`config.mk`:
```
export PLATFORM = sky130hd
export DESIGN_NAME = sha3_absorb_feeder
export DESIGN_NICKNAME = d
export VERILOG_FILES = /design/src/rtl/sha3_absorb_feeder_pkg.sv /design/src/rtl/sha3_absorb_feeder_fifo2.sv /design/src/rtl/sha3_absorb_feeder.sv
export SDC_FILE = /design/constraint.sdc
export NUM_CORES = 1
export LEC_CHECK = 0
export CAP_MARGIN = 0
export CORE_AREA = 2 2 85 127
export CTS_CLUSTER_DIAMETER = 60
export CTS_CLUSTER_SIZE = 28
export DETAILED_ROUTE_END_ITERATION = 7
export DIE_AREA = 0 0 87 129
export GPL_ROUTABILITY_DRIVEN = 0
export GPL_TIMING_DRIVEN = 0
export PLACE_DENSITY = 0.73
export RECOVER_POWER = 50
export SKIP_LAST_GASP = 1
export SYNTH_ARGS = -nofsm -noshare
export SYNTH_HDL_FRONTEND = slang
export SYNTH_SLANG_ARGS = --single-unit
```
`constraint.sdc`:
```
create_clock -name clk -period 3.7 [get_ports clk]
set_input_delay 0.37 -clock clk [delete_from_list [all_inputs] [get_ports clk]]
set_output_delay 0.37 -clock clk [all_outputs]
set_load 0.01 [all_outputs]
```
`src/rtl/sha3_absorb_feeder_pkg.sv`:
```
// Shared definitions for the SHA3 absorb feeder: FSM encoding, Keccak rate constants
// and the CLOG2 sizing macro used for address widths.
`ifndef CLOG2
`define CLOG2(x) (((x) <= 1) ? 1 : $clog2(x))
`endif

package sha3_absorb_feeder_pkg;

  localparam int unsigned STATE_W = 3;

  typedef enum logic [STATE_W-1:0] {
    ST_IDLE  = 3'd0,
    ST_FETCH = 3'd1,
    ST_WAITH = 3'd2,
    ST_DONE  = 3'd3
  } feeder_state_e;

  // Keccak-f[1600] rate for the SHA3 variants the core may be configured for
  localparam int unsigned SHA3_256_RATE_BITS = 1088;
  localparam int unsigned SHA3_512_RATE_BITS = 576;

  function automatic int unsigned rate_words(input int unsigned word_w, input logic is_512);
    return (is_512 ? SHA3_512_RATE_BITS : SHA3_256_RATE_BITS) / word_w;
  endfunction

endpackage

```
`src/rtl/sha3_absorb_feeder_fifo2.sv`:
```
// Two-entry skid FIFO between the RAM read port and the Keccak absorb port.
// Head entry is held stable until popped; simultaneous push/pop keeps the count.
module feeder_fifo2 #(
  parameter int unsigned W = 33
) (
  input  logic         clk,
  input  logic         rst,
  input  logic         push_i,
  input  logic [W-1:0] push_data_i,
  input  logic         pop_i,
  output logic [W-1:0] head_o,
  output logic         vld_o,
  output logic [1:0]   cnt_o
);

  logic [W-1:0] ent0_q, ent0_d;
  logic [W-1:0] ent1_q, ent1_d;
  logic [1:0]   cnt_q, cnt_d;
  logic         vld_q;
  logic         do_push, do_pop;

  assign do_pop  = pop_i && (cnt_q != 2'd0);
  assign do_push = push_i && ((cnt_q != 2'd2) || do_pop);

  always_comb begin
    ent0_d = ent0_q;
    ent1_d = ent1_q;
    cnt_d  = cnt_q;
    case ({do_push, do_pop})
      2'b10: begin
        if (cnt_q == 2'd0) ent0_d = push_data_i;
        else               ent1_d = push_data_i;
        cnt_d = cnt_q + 2'd1;
      end
      2'b01: begin
        ent0_d = ent1_q;
        cnt_d  = cnt_q - 2'd1;
      end
      2'b11: begin
        if (cnt_q == 2'd1) begin
          ent0_d = push_data_i;
        end else begin
          ent0_d = ent1_q;
          ent1_d = push_data_i;
        end
      end
      default: ;
    endcase
  end

  always_ff @(posedge clk or posedge rst) begin
    if (rst) begin
      ent0_q <= '0;
      ent1_q <= '0;
      cnt_q  <= '0;
      vld_q  <= 1'b0;
    end else begin
      ent0_q <= ent0_d;
      ent1_q <= ent1_d;
      cnt_q  <= cnt_d;
      vld_q  <= (cnt_d != 2'd0);
    end
  end

  assign head_o = ent0_q;
  assign vld_o  = vld_q;
  assign cnt_o  = cnt_q;

endmodule

```
`src/rtl/sha3_absorb_feeder.sv`:
```
// Start/done responder that streams E from word RAM into the Keccak absorb port,
// waits for the digest and returns a one-cycle done pulse.
module sha3_absorb_feeder
  import sha3_absorb_feeder_pkg::*;
#(
  parameter int unsigned WORD_W    = 32,
  parameter int unsigned N_WORDS   = 16,
  parameter int unsigned ADDR_W    = `CLOG2(N_WORDS),
  parameter int unsigned BASE_ADDR = 0
) (
  input  logic              clk,
  input  logic              rst,
  input  logic              start,
  output logic              done,
  output logic              busy,
  output logic              mem_rd_en,
  output logic [ADDR_W-1:0] mem_addr,
  input  logic [WORD_W-1:0] mem_rdata,
  output logic              absorb_valid,
  output logic [WORD_W-1:0] absorb_data,
  output logic              absorb_last,
  input  logic              absorb_ready,
  input  logic              hash_valid
);

  localparam int unsigned CNT_W = ADDR_W + 1;
  localparam logic [CNT_W-1:0]  N_CNT    = CNT_W'(N_WORDS);
  localparam logic [CNT_W-1:0]  LAST_IDX = CNT_W'(N_WORDS - 1);
  localparam logic [ADDR_W-1:0] BASE     = ADDR_W'(BASE_ADDR);

  feeder_state_e     state_q;
  logic [CNT_W-1:0]  rd_cnt_q, tx_cnt_q;
  logic              inflight_q, inflight_last_q;
  logic              done_q, busy_q;

  logic              fire, rd_go;
  logic              fifo_vld;
  logic [1:0]        fifo_cnt;
  logic [WORD_W:0]   fifo_head;
  logic [2:0]        occupancy;

  assign fire      = fifo_vld && absorb_ready;
  assign occupancy = 3'(fifo_cnt) + 3'(inflight_q);
  // Issue only if the word will still have a FIFO slot once it returns next cycle
  assign rd_go     = (state_q == ST_FETCH) && (rd_cnt_q < N_CNT) &&
                     (occupancy < (3'd2 + 3'(fire)));

  feeder_fifo2 #(.W(WORD_W + 1)) u_fifo (
    .clk         (clk),
    .rst         (rst),
    .push_i      (inflight_q),
    .push_data_i ({inflight_last_q, mem_rdata}),
    .pop_i       (fire),
    .head_o      (fifo_head),
    .vld_o       (fifo_vld),
    .cnt_o       (fifo_cnt)
  );

  always_ff @(posedge clk or posedge rst) begin
    if (rst) begin
      state_q         <= ST_IDLE;
      rd_cnt_q        <= '0;
      tx_cnt_q        <= '0;
      inflight_q      <= 1'b0;
      inflight_last_q <= 1'b0;
      done_q          <= 1'b0;
      busy_q          <= 1'b0;
    end else begin
      inflight_q      <= rd_go;
      inflight_last_q <= rd_go && (rd_cnt_q == LAST_IDX);
      done_q          <= 1'b0;
      case (state_q)
        ST_IDLE: begin
          if (start) begin
            state_q  <= ST_FETCH;
            rd_cnt_q <= '0;
            tx_cnt_q <= '0;
            busy_q   <= 1'b1;
          end
        end
        ST_FETCH: begin
          if (rd_go) rd_cnt_q <= rd_cnt_q + CNT_W'(1);
          if (fire) begin
            tx_cnt_q <= tx_cnt_q + CNT_W'(1);
            if (tx_cnt_q == LAST_IDX) state_q <= ST_WAITH;
          end
        end
        ST_WAITH: begin
          if (hash_valid) begin
            state_q <= ST_DONE;
            done_q  <= 1'b1;
            busy_q  <= 1'b0;
          end
        end
        ST_DONE: state_q <= ST_IDLE;
        default: begin
          state_q <= ST_IDLE;
          busy_q  <= 1'b0;
        end
      endcase
    end
  end

  assign done         = done_q;
  assign busy         = busy_q;
  assign mem_rd_en    = rd_go;
  assign mem_addr     = rd_go ? (BASE + ADDR_W'(rd_cnt_q)) : '0;
  assign absorb_valid = fifo_vld;
  assign absorb_data  = fifo_head[WORD_W-1:0];
  assign absorb_last  = fifo_vld && fifo_head[WORD_W];

endmodule

```
==> flow_summary.json <==
{
  "syn-num-nets": 436,
  "insertedDiodeCount": 0,
  "antenna_found_initial": 0,
  "vias": 3060,
  "failed_checks": "max-capacitance violations, max-slew violations",
  "power.density_mw_per_mm2": 853,
  "fin_crit_sh_pct": 83.2,
  "ir_drop_mv": 0.392,
  "holdPathStages": 1,
  "routed_wl_mm": 8.73,
  "final-max-slew-violation-count": 43,
  "clk_pin_slew_ps": 60,
  "maxCapViolCount": 1,
  "reg2reg_depth": 7,
  "crit_top_cell": "ha_1",
  "cp-end-kind": "primary output",
  "hp-start": "u_fifo.ent1_q[32]",
  "avgSynthCellArea_sq_um": 11.5,
  "synthTopCellsByArea": "dfrtp_1 48%, mux2_4 10%, mux2i_1 8.6%",
  "finalPower_w": 0.00485,
  "cts_root_buffer": "clkbuf_16",
  "hold_viol": 0,
  "cpPeakStageDelay_ps": 530,
  "rsz0062_at_grt": "false",
  "drt-pass1-iter-count": 5,
  "critPathArrivalTime_ps": 2710,
  "timing.rr.start": "u_fifo.cnt_o[0]",
  "cp_max_fo": 7,
  "die_y_microns": 129,
  "synth_cells": 386,
  "cts.sinks": 85,
  "cp-start-kind": "register",
  "drc": 0,
  "synth-edff-count": 0,
  "vias_per_cell": 5.13,
  "worstMarginPinSlew_ps": 1810,
  "synth_top_cell_area_share_pct": 47.9,
  "synth-seq-cells": 85,
  "r2r_end": "u_fifo.head_o[7]",
  "worstSetupPathType": "register to primary output",
  "setup_slack_ps": 621,
  "rrSetupSlack_ps": 1420,
  "ios": 78,
  "worst_path_max_delay_cell": "clkdlybuf4s50_1",
  "num_rows": 45,
  "cts_max_level": 3,
  "cts_tree": "done",
  "synthesis.area_sq_mm": 0.00444,
  "min_path_type": "register to register",
  "die_w_microns": 87,
  "fill_cells": 847,
  "grt_pass1_vias": 3080,
  "cts_buffers": 9,
  "cts_resized": 0,
  "cp.required_ps": 3330,
  "track_usage_pct": 16.5,
  "worstPathCellList": "ha_1, ha_1, o21a_1, nor4b_2, and2_1, clkdlybuf4s50_1",
  "fmax_mhz": 325,
  "port_buffers": 77,
  "synth.distinct_cells": 47,
  "synth-async-reset-ratio_pct": 100,
  "grt_pass1_wl_mm": 14.7,
  "hpwl_mm": 6.26,
  "floorplan.die_area_sq_mm": 0.0112,
  "ant_nets": 0,
  "final.min_clock_period_ps": 3080,
  "synth_top_area_cell": "dfrtp_1",
  "drive_gt1_share_pct": 21.7,
  "wl_per_cell_microns": 14.6,
  "yosysMostFrequentCell": "dfrtp_1",
  "grt-ovfl-total": 0,
  "core_sq_mm": 0.0101,
  "skew_ps": 7.32,
  "syn_to_final_growth_pct": 28.0,
  "timing.slew.headroom_pct": -21.3,
  "outcome": "complete, but fails checks",
  "nets": 525,
  "initial_core_util_pct": 44.0,
  "cts_setup_buffers": 0,
  "hold_buffers": 0,
  "ys_seq_area_share_pct": 47.9,
  "place_ws_ps": 676,
  "clock_latency_ps": 330,
  "leakage_nw": 2.67,
  "synth-main-ff-cell": "dfrtp_1",
  "synth_warnings": 0,
  "grt_max_degree": 45,
  "synth_commonest_cells": "85 x dfrtp_1, 41 x nor2_1, 39 x a21oi_1",
  "whs_endpoint": "u_fifo.ent1_q[32]",
  "cts_buffer_depth": 2,
  "setup_violations": 0,
  "drt_iter0_drc": 112
}
[state kept, by name (all words and copies together), names as in the netlist]
signal and flops:
busy 1, u_fifo.cnt_o 2, done 1, u_fifo.vld_o 1, u_fifo.ent1_q 33, rd_cnt_q 5, tx_cnt_q 5, state_q 2
inflight_last_q 1, inflight_q 1, u_fifo.head_o 33
[area by class of cell]
type	instances	area, sq um	area share (%)
Clock buffer	11	253	4.45
Timing Repair Buffer	78	776	13.7
Multi-Input combinational cell	239	1880	33.0
Sequential cell	85	2130	37.4
Clock inverter	5	65.1	1.15
Buffer	53	402	7.07
Tap cell	117	146	2.58
Inverter	9	35.0	0.617
[worst max-delay path by stage]
stage                                from               end  slack (ps)
final                     u_fifo.cnt_o[0]       mem_addr[0]         620
after global routing      u_fifo.cnt_o[0]       mem_addr[0]         410
after CTS                 u_fifo.cnt_o[0]       mem_addr[0]         570
after detailed placement     absorb_ready       mem_addr[0]         680
after global placement                rst  u_fifo.ent1_q[9]        -200
after floorplan                       rst              busy        1140
[metal layers]
| metal | GRT usage, % | up-vias | wire length [microns] |
|---|---|---|---|
| li1 | - | 1487 | - |
| met1 | 21.0 | 1496 | 3980 |
| met2 | 27.7 | 69 | 4360 |
| met3 | 4.04 | 8 | 321 |
| met4 | 4.69 | 0 | 72 |
| met5 | 0 | - | 0 |
[kinds of logic after synthesis]
| family | Yosys count | synth area share [%] |
|---|---|---|
| compound gates | 62 | 8.34 |
| buf+inv | 62 | 9.81 |
| fa+ha+maj | 13 | 3.66 |
| mux | 74 | 20.2 |
| xor+xnor | 1 | 0.197 |
| flops | 85 | 47.9 |
| simple gates | 89 | 9.84 |
[stage by stage]
step	util [%]	TNS, ps	instance area (sq um)	hold WS [ps]	std cells
floorplan	-	0	4440	480	386
detailed placement	53.4	0	5390	491	581
finish	56.4	0	5680	509	597
CTS	56.6	0	5700	458	597
global route	56.4	0	5680	520	597
global placement	53.1	-16950	5360	489	580
[where the power goes]
group          switching [W]  total (W)  internal [W]
combinational       0.000994    0.00230       0.00131
sequential          0.000256    0.00161       0.00136
clock               0.000365   0.000932      0.000567
total                0.00162    0.00485       0.00323
[cell usage in the layout (no fill, tap or decap), types with 7 or more instances in the layout]
cell type and n:
a21oi_1 39, mux2i_1 38, nor2_1 41, ha_1 13, dfrtp_1 85, mux2_4 30, nand2_1 13, inv_1 8
and2_1 7, clkdlybuf4s50_1 57, o21ai_0 7, clkbuf_16 9, buf_4 35, dlygate4sd3_1 20
[worst max-delay path, delay by kind of cell, from the launching register on]
family / cells / cell delay [ps]
AO/OA/AOI/OAI: 1 / 170
adder cells (fa/ha/maj): 2 / 500
buffers and inverters: 1 / 530
flip-flops: 1 / 460
AND/OR/NAND/NOR: 2 / 710
(Power assumes the default switching activity.)
==> edit 1 (same settings) <==
Encoding of `feeder_state_e`: now Gray code (2 bits for 4 states).
--- a/src/rtl/sha3_absorb_feeder_pkg.sv
+++ b/src/rtl/sha3_absorb_feeder_pkg.sv
@@ -8,11 +8,11 @@
 
   localparam int unsigned STATE_W = 3;
 
-  typedef enum logic [STATE_W-1:0] {
-    ST_IDLE  = 3'd0,
-    ST_FETCH = 3'd1,
-    ST_WAITH = 3'd2,
-    ST_DONE  = 3'd3
+  typedef enum logic [1:0] {
+    ST_IDLE  = 2'b00,
+    ST_FETCH = 2'b01,
+    ST_WAITH = 2'b11,
+    ST_DONE  = 2'b10
   } feeder_state_e;
 
   // Keccak-f[1600] rate for the SHA3 variants the core may be configured for
Formal check against the unedited RTL: same outputs for any inputs over 10 cycles, from zero or initial values and one cycle with rst high; not proved beyond that.
==> edit 1 against the original RTL <==
- sequential cell count unchanged
- area after synthesis is 6.9% lower
- power is 2.9% lower
- core utilization is 3.4 points lower
- cell area fell by 6.1%
- routed wire length shrank 1.3%
- worst setup slack worse by 27 ps
- cell count decreased by 2.8%
- register-to-register slack is essentially flat
==> edit 1: results (changes against the original RTL) <==
| Metric | Value |
|---|---|
| Clock Latency Late Sink | 340 ps |
| WP data arrival | 2740 ps (+30 ps) |
| Vias in the first global route | 2,973 (-3.5%) |
| Final HPWL DP | 6.09 mm (-2.8%) |
| Top post-synthesis cells by area | dfrtp_1, mux2_2, mux2i_1 |
| Starting DRT DRC Count | 127 (+13%) |
| # nets final | 504 (-4.0%) |
| Max Fclk | 322 MHz (-0.88%) |
| Reg clk slew, reported paths | 60 ps (about the same) |
| Reg-to-reg slack, setup | 1420 ps (about the same) |
| PortBufs | 77 (unchanged) |
| Drt pass-1 iters | 4 (-1) |
| Static Leak | 2.46 nW (-7.9%) |
| Post-CTS resize count | 0 (unchanged) |
| Placed Area | 5080 um2 (-5.7%) |
| H-Tree Depth | 3 (unchanged) |
| Inserted Clock Buffers | 9 (unchanged) |
| N_diodes | 0 (unchanged) |
| Syn Inst Count | 369 (-4.4%) |
| Routed len/inst | 14.9 um (+1.6%) |
| Ys async rst share | 1.00 (unchanged) |
| Grt ovf | 0 (unchanged) |
| Routing usage on met1 | 0.207 (-0.00362) |
| Synth cell count leaders | dfrtp_1, nor2_1, a21oi_1, mux2i_1, buf_4 |
| Worst relative slew slack | 0.0669 (+0.280) |
| Unique masters post-synth | 39 (-17%) |
| First-pass GRT wire length | 14.2 mm (-3.2%) |
| Initial antenna violation count | 0 (unchanged) |
| Post-CTS setup buffer count | 0 (unchanged) |
| Peak supply drop | 0.328 mV (-17%) |
| Mapped Nets | 415 (-4.8%) |
| Total GRT Usage | 0.162 (-0.00333) |
| Synth warn | 0 (unchanged) |
| GR Util met3 | 0.0282 (-0.0122) |
| Routed WL | 8.62 mm (-1.3%) |
| Crit Path Max Fanout | 10 (+3) |
| CTS max path bufs | 2 (unchanged) |
| Status | completed |
| Layout cell share with drive strength beyond 1 | 0.212 (-0.00500) |
| Dominant synthesized flop cell | dfrtp_1 |
| Met2 Usage GRT | 0.262 (-0.0148) |
| Root Buffer | clkbuf_16 |
| Clock skew | 3.29 ps (-4.03 ps) |
| DP Worst Slack | 718 ps (+42.0 ps) |
| Largest net degree at the start of global routing | 58 (+29%) |
| Register area share after synthesis | 0.515 (+0.0354) |
| Hold Path Class | reg2reg |
| Via count | 2,949 (-3.6%) |
| # placed instances | 564 (-2.9%) |
edit 1: worst paths after layout:
kind | start | to | cells past startpoint
max reg2reg | u_fifo.cnt_o[0] | u_fifo.head_o[2] | 7
min | u_fifo.ent1_q[27] | u_fifo.ent1_q[27] | 1
max in group asynchronous | rst | u_fifo.head_o[1] | 3
max | u_fifo.cnt_o[0] | mem_rd_en | 5
min reg2reg | u_fifo.ent1_q[27] | u_fifo.ent1_q[27] | 1
min in group asynchronous | rst | u_fifo.head_o[21] | 2
edit 1: per-stage QoR:
stage                      util  hold WS (ps)
final                     0.529           506
after global routing      0.529           522
after CTS                 0.532           388
after detailed placement  0.504           495
after global placement    0.501           488
after floorplan               -           466
edit 1: cell type report:
type / count / area (um2)
timing repair buffer: 78 / 776
clock buffer: 11 / 243
inverter: 9 / 35.0
fill: 893 / 4740
tap: 117 / 146
multi-input combinational: 225 / 1620
sequential: 85 / 2130
buffer: 50 / 350
clock inverter: 5 / 35.0
edit 1: where the power goes:
part           switching (mW)  internal, mW
Sequential              0.298          1.39
Clock                   0.362         0.474
Combinational           0.956          1.23
edit 1: critical path, stage by stage, from the launching register on:
cell             delay, ps
dfrtp_1                460
ha_1                   300
nand3b_2               250
a2111oi_4              610
and2_1                 230
clkdlybuf4s50_1        540
edit 1: cells by family after synthesis:
logic type / after synthesis / share of synthesized area
AO/OA/AOI/OAI: 63 / 0.0911
adder cells (fa/ha/maj): 9 / 0.0272
AND/OR/NAND/NOR: 82 / 0.0923
buffers and inverters: 59 / 0.0929
XOR/XNOR: 1 / 0.00212
flip-flops: 85 / 0.515
multiplexers: 70 / 0.180
edit 1: layer usage:
metal | vias to the layer above | wire (um)
met5 | - | 0
met4 | 0 | 205
met3 | 13 | 391
met2 | 76 | 4260
met1 | 1427 | 3750
li1 | 1433 | -
==> edit 2 (same settings) <==
Made on the original files. Change the parameter `N_WORDS` from 16 to 32.
--- a/src/rtl/sha3_absorb_feeder.sv
+++ b/src/rtl/sha3_absorb_feeder.sv
@@ -4,7 +4,7 @@
   import sha3_absorb_feeder_pkg::*;
 #(
   parameter int unsigned WORD_W    = 32,
-  parameter int unsigned N_WORDS   = 16,
+  parameter int unsigned N_WORDS   = 32,
   parameter int unsigned ADDR_W    = `CLOG2(N_WORDS),
   parameter int unsigned BASE_ADDR = 0
 ) (
Ports: changed (resized mem_addr); port bits go from 78 to 79. No check against the original RTL was run, so the function may have changed too.
==> edit 2 against the original RTL <==
- the flow still finishes with violations (max-capacitance violations, max-slew violations)
- critical endpoint is now mem_addr[4]
- synthesized cell count increased by 2.3%
- sequential cell count is 2 higher
- largest cell class unchanged
- cell area fell by 3.8%
- routed wire length increased by 5.1%
- worst setup slack worse by 84 ps
- first-iteration DRC count up 13%
- area after synthesis shrank 4.5%
- power down 7.0%
==> edit 2: results (changes against the original RTL) <==
| Metric | Value |
|---|---|
| Status | complete, but fails checks |
| Failing checks | max-capacitance violations, max-slew violations |
| Synth warn | 0 (unchanged) |
| Static Leak | 2.46 nW (-7.9%) |
| Drt pass-1 iters | 4 (-1) |
| Vias in the first global route | 3,184 (+3.4%) |
| Reg-to-reg slack, setup | 990 ps (-430 ps) |
| Synth cell count leaders | dfrtp_1, nand2_1, mux2_2, buf_4, a22oi_1 |
| Hold Path Origin | u_fifo.ent1_q[31] |
| DP Worst Slack | 791 ps (+115 ps) |
| Max-Cap Viols | 1 (unchanged) |
| Post-CTS resize count | 0 (unchanged) |
| Xor and xnor area share after synthesis | 0.00826 (+0.00629) |
| Largest net degree at the start of global routing | 76 (+69%) |
| Layout cell share with drive strength beyond 1 | 0.198 (-0.0187) |
| Crit share post-route | 0.855 (+0.0228) |
| PortBufs | 78 (+1.3%) |
| Hold endpoint | u_fifo.head_o[31] |
| WP data arrival | 2790 ps (+80 ps) |
| Compound-Gate Fraction of Synth Area | 0.0997 (+0.0163) |
| R2r worst-path depth | 8 (+1) |
| Seq pwr share | 0.361 (+0.028) |
| Vias per inst | 5.21 (+1.6%) |
| Power Density | 824 nW/um2 (-3.4%) |
| Dominant synthesized flop cell | dfrtp_1 |
| Adder-cell area share of the yosys netlist | 0.0325 (-0.00418) |
| Psw | 1.55 mW (-3.8%) |
| Mux cell area share after synthesis | 0.119 (-0.0832) |
| Top post-synthesis cells by area | dfrtp_1, mux2_2, nand2_1 |
| Routed len/inst | 15.1 um (+3.4%) |
| RR Endpoint | u_fifo.head_o[2] |
| WHS Path Cells | 2 (+1) |
| Syn Inst Count | 395 (+2.3%) |
| Clock skew | 7.14 ps (-0.182 ps) |
| Placed Area | 5200 um2 (-3.5%) |
| Mapped Nets | 443 (+1.6%) |
| Starting DRT DRC Count | 126 (+13%) |
| Final slew viol count | 76 (+77%) |
| Crit Path Max Fanout | 10 (+3) |
| Crit path largest cell delay | 610 ps (+80 ps) |
| Worst relative slew slack | -0.214 (-0.00137) |
| Peak supply drop | 0.386 mV (-1.6%) |
| Reg clk slew, reported paths | 60 ps (about the same) |
| H-Tree Depth | 3 (unchanged) |
| Final HPWL DP | 6.55 mm (+4.6%) |
| # placed instances | 591 (+1.7%) |
| Register area share after synthesis | 0.513 (+0.0343) |
| CP delay by family, top | buffers and inverters |
| CP Launch Point | state_q[1] |
| First-pass GRT wire length | 15.1 mm (+3.2%) |
| Final Hold Slack | 483 ps (-26.6 ps) |
| Fill cells | 902 (+6.5%) |
| Combinational share of power | 0.443 (-0.032) |
| # nets final | 533 (+1.5%) |
| Crit-path slowest cell | a2111oi_2 |
| Worst setup path endpoint | mem_addr[4] |
| Routed WL | 9.18 mm (+5.1%) |
-- edit 2: layout make-up --
| type | count | area [um2] | share of cell area |
|---|---|---|---|
| Clock inverter | 5 | 40.0 | 0.00732 |
| Sequential cell | 87 | 2180 | 0.398 |
| Buffer | 51 | 324 | 0.0593 |
| Clock buffer | 11 | 253 | 0.0462 |
| Multi-Input combinational cell | 247 | 1700 | 0.311 |
| Inverter | 10 | 38.8 | 0.00710 |
| Tap cell | 117 | 146 | 0.0268 |
| Timing Repair Buffer | 79 | 786 | 0.144 |
-- edit 2: kinds of logic after synthesis --
kind of cell             after synthesis
AO/OA/AOI/OAI                         58
XOR/XNOR                               4
adder cells (fa/ha/maj)               11
buffers and inverters                 61
flip-flops                            87
multiplexers                          46
AND/OR/NAND/NOR                      128
-- edit 2: layer usage --
metal | up-vias | routed length [um] | global-route usage
li1 | 1517 | - | -
met1 | 1555 | 3850 | 0.210
met2 | 75 | 4780 | 0.295
met3 | 15 | 338 | 0.0327
met4 | 0 | 213 | 0.0818
met5 | - | 0 | 0
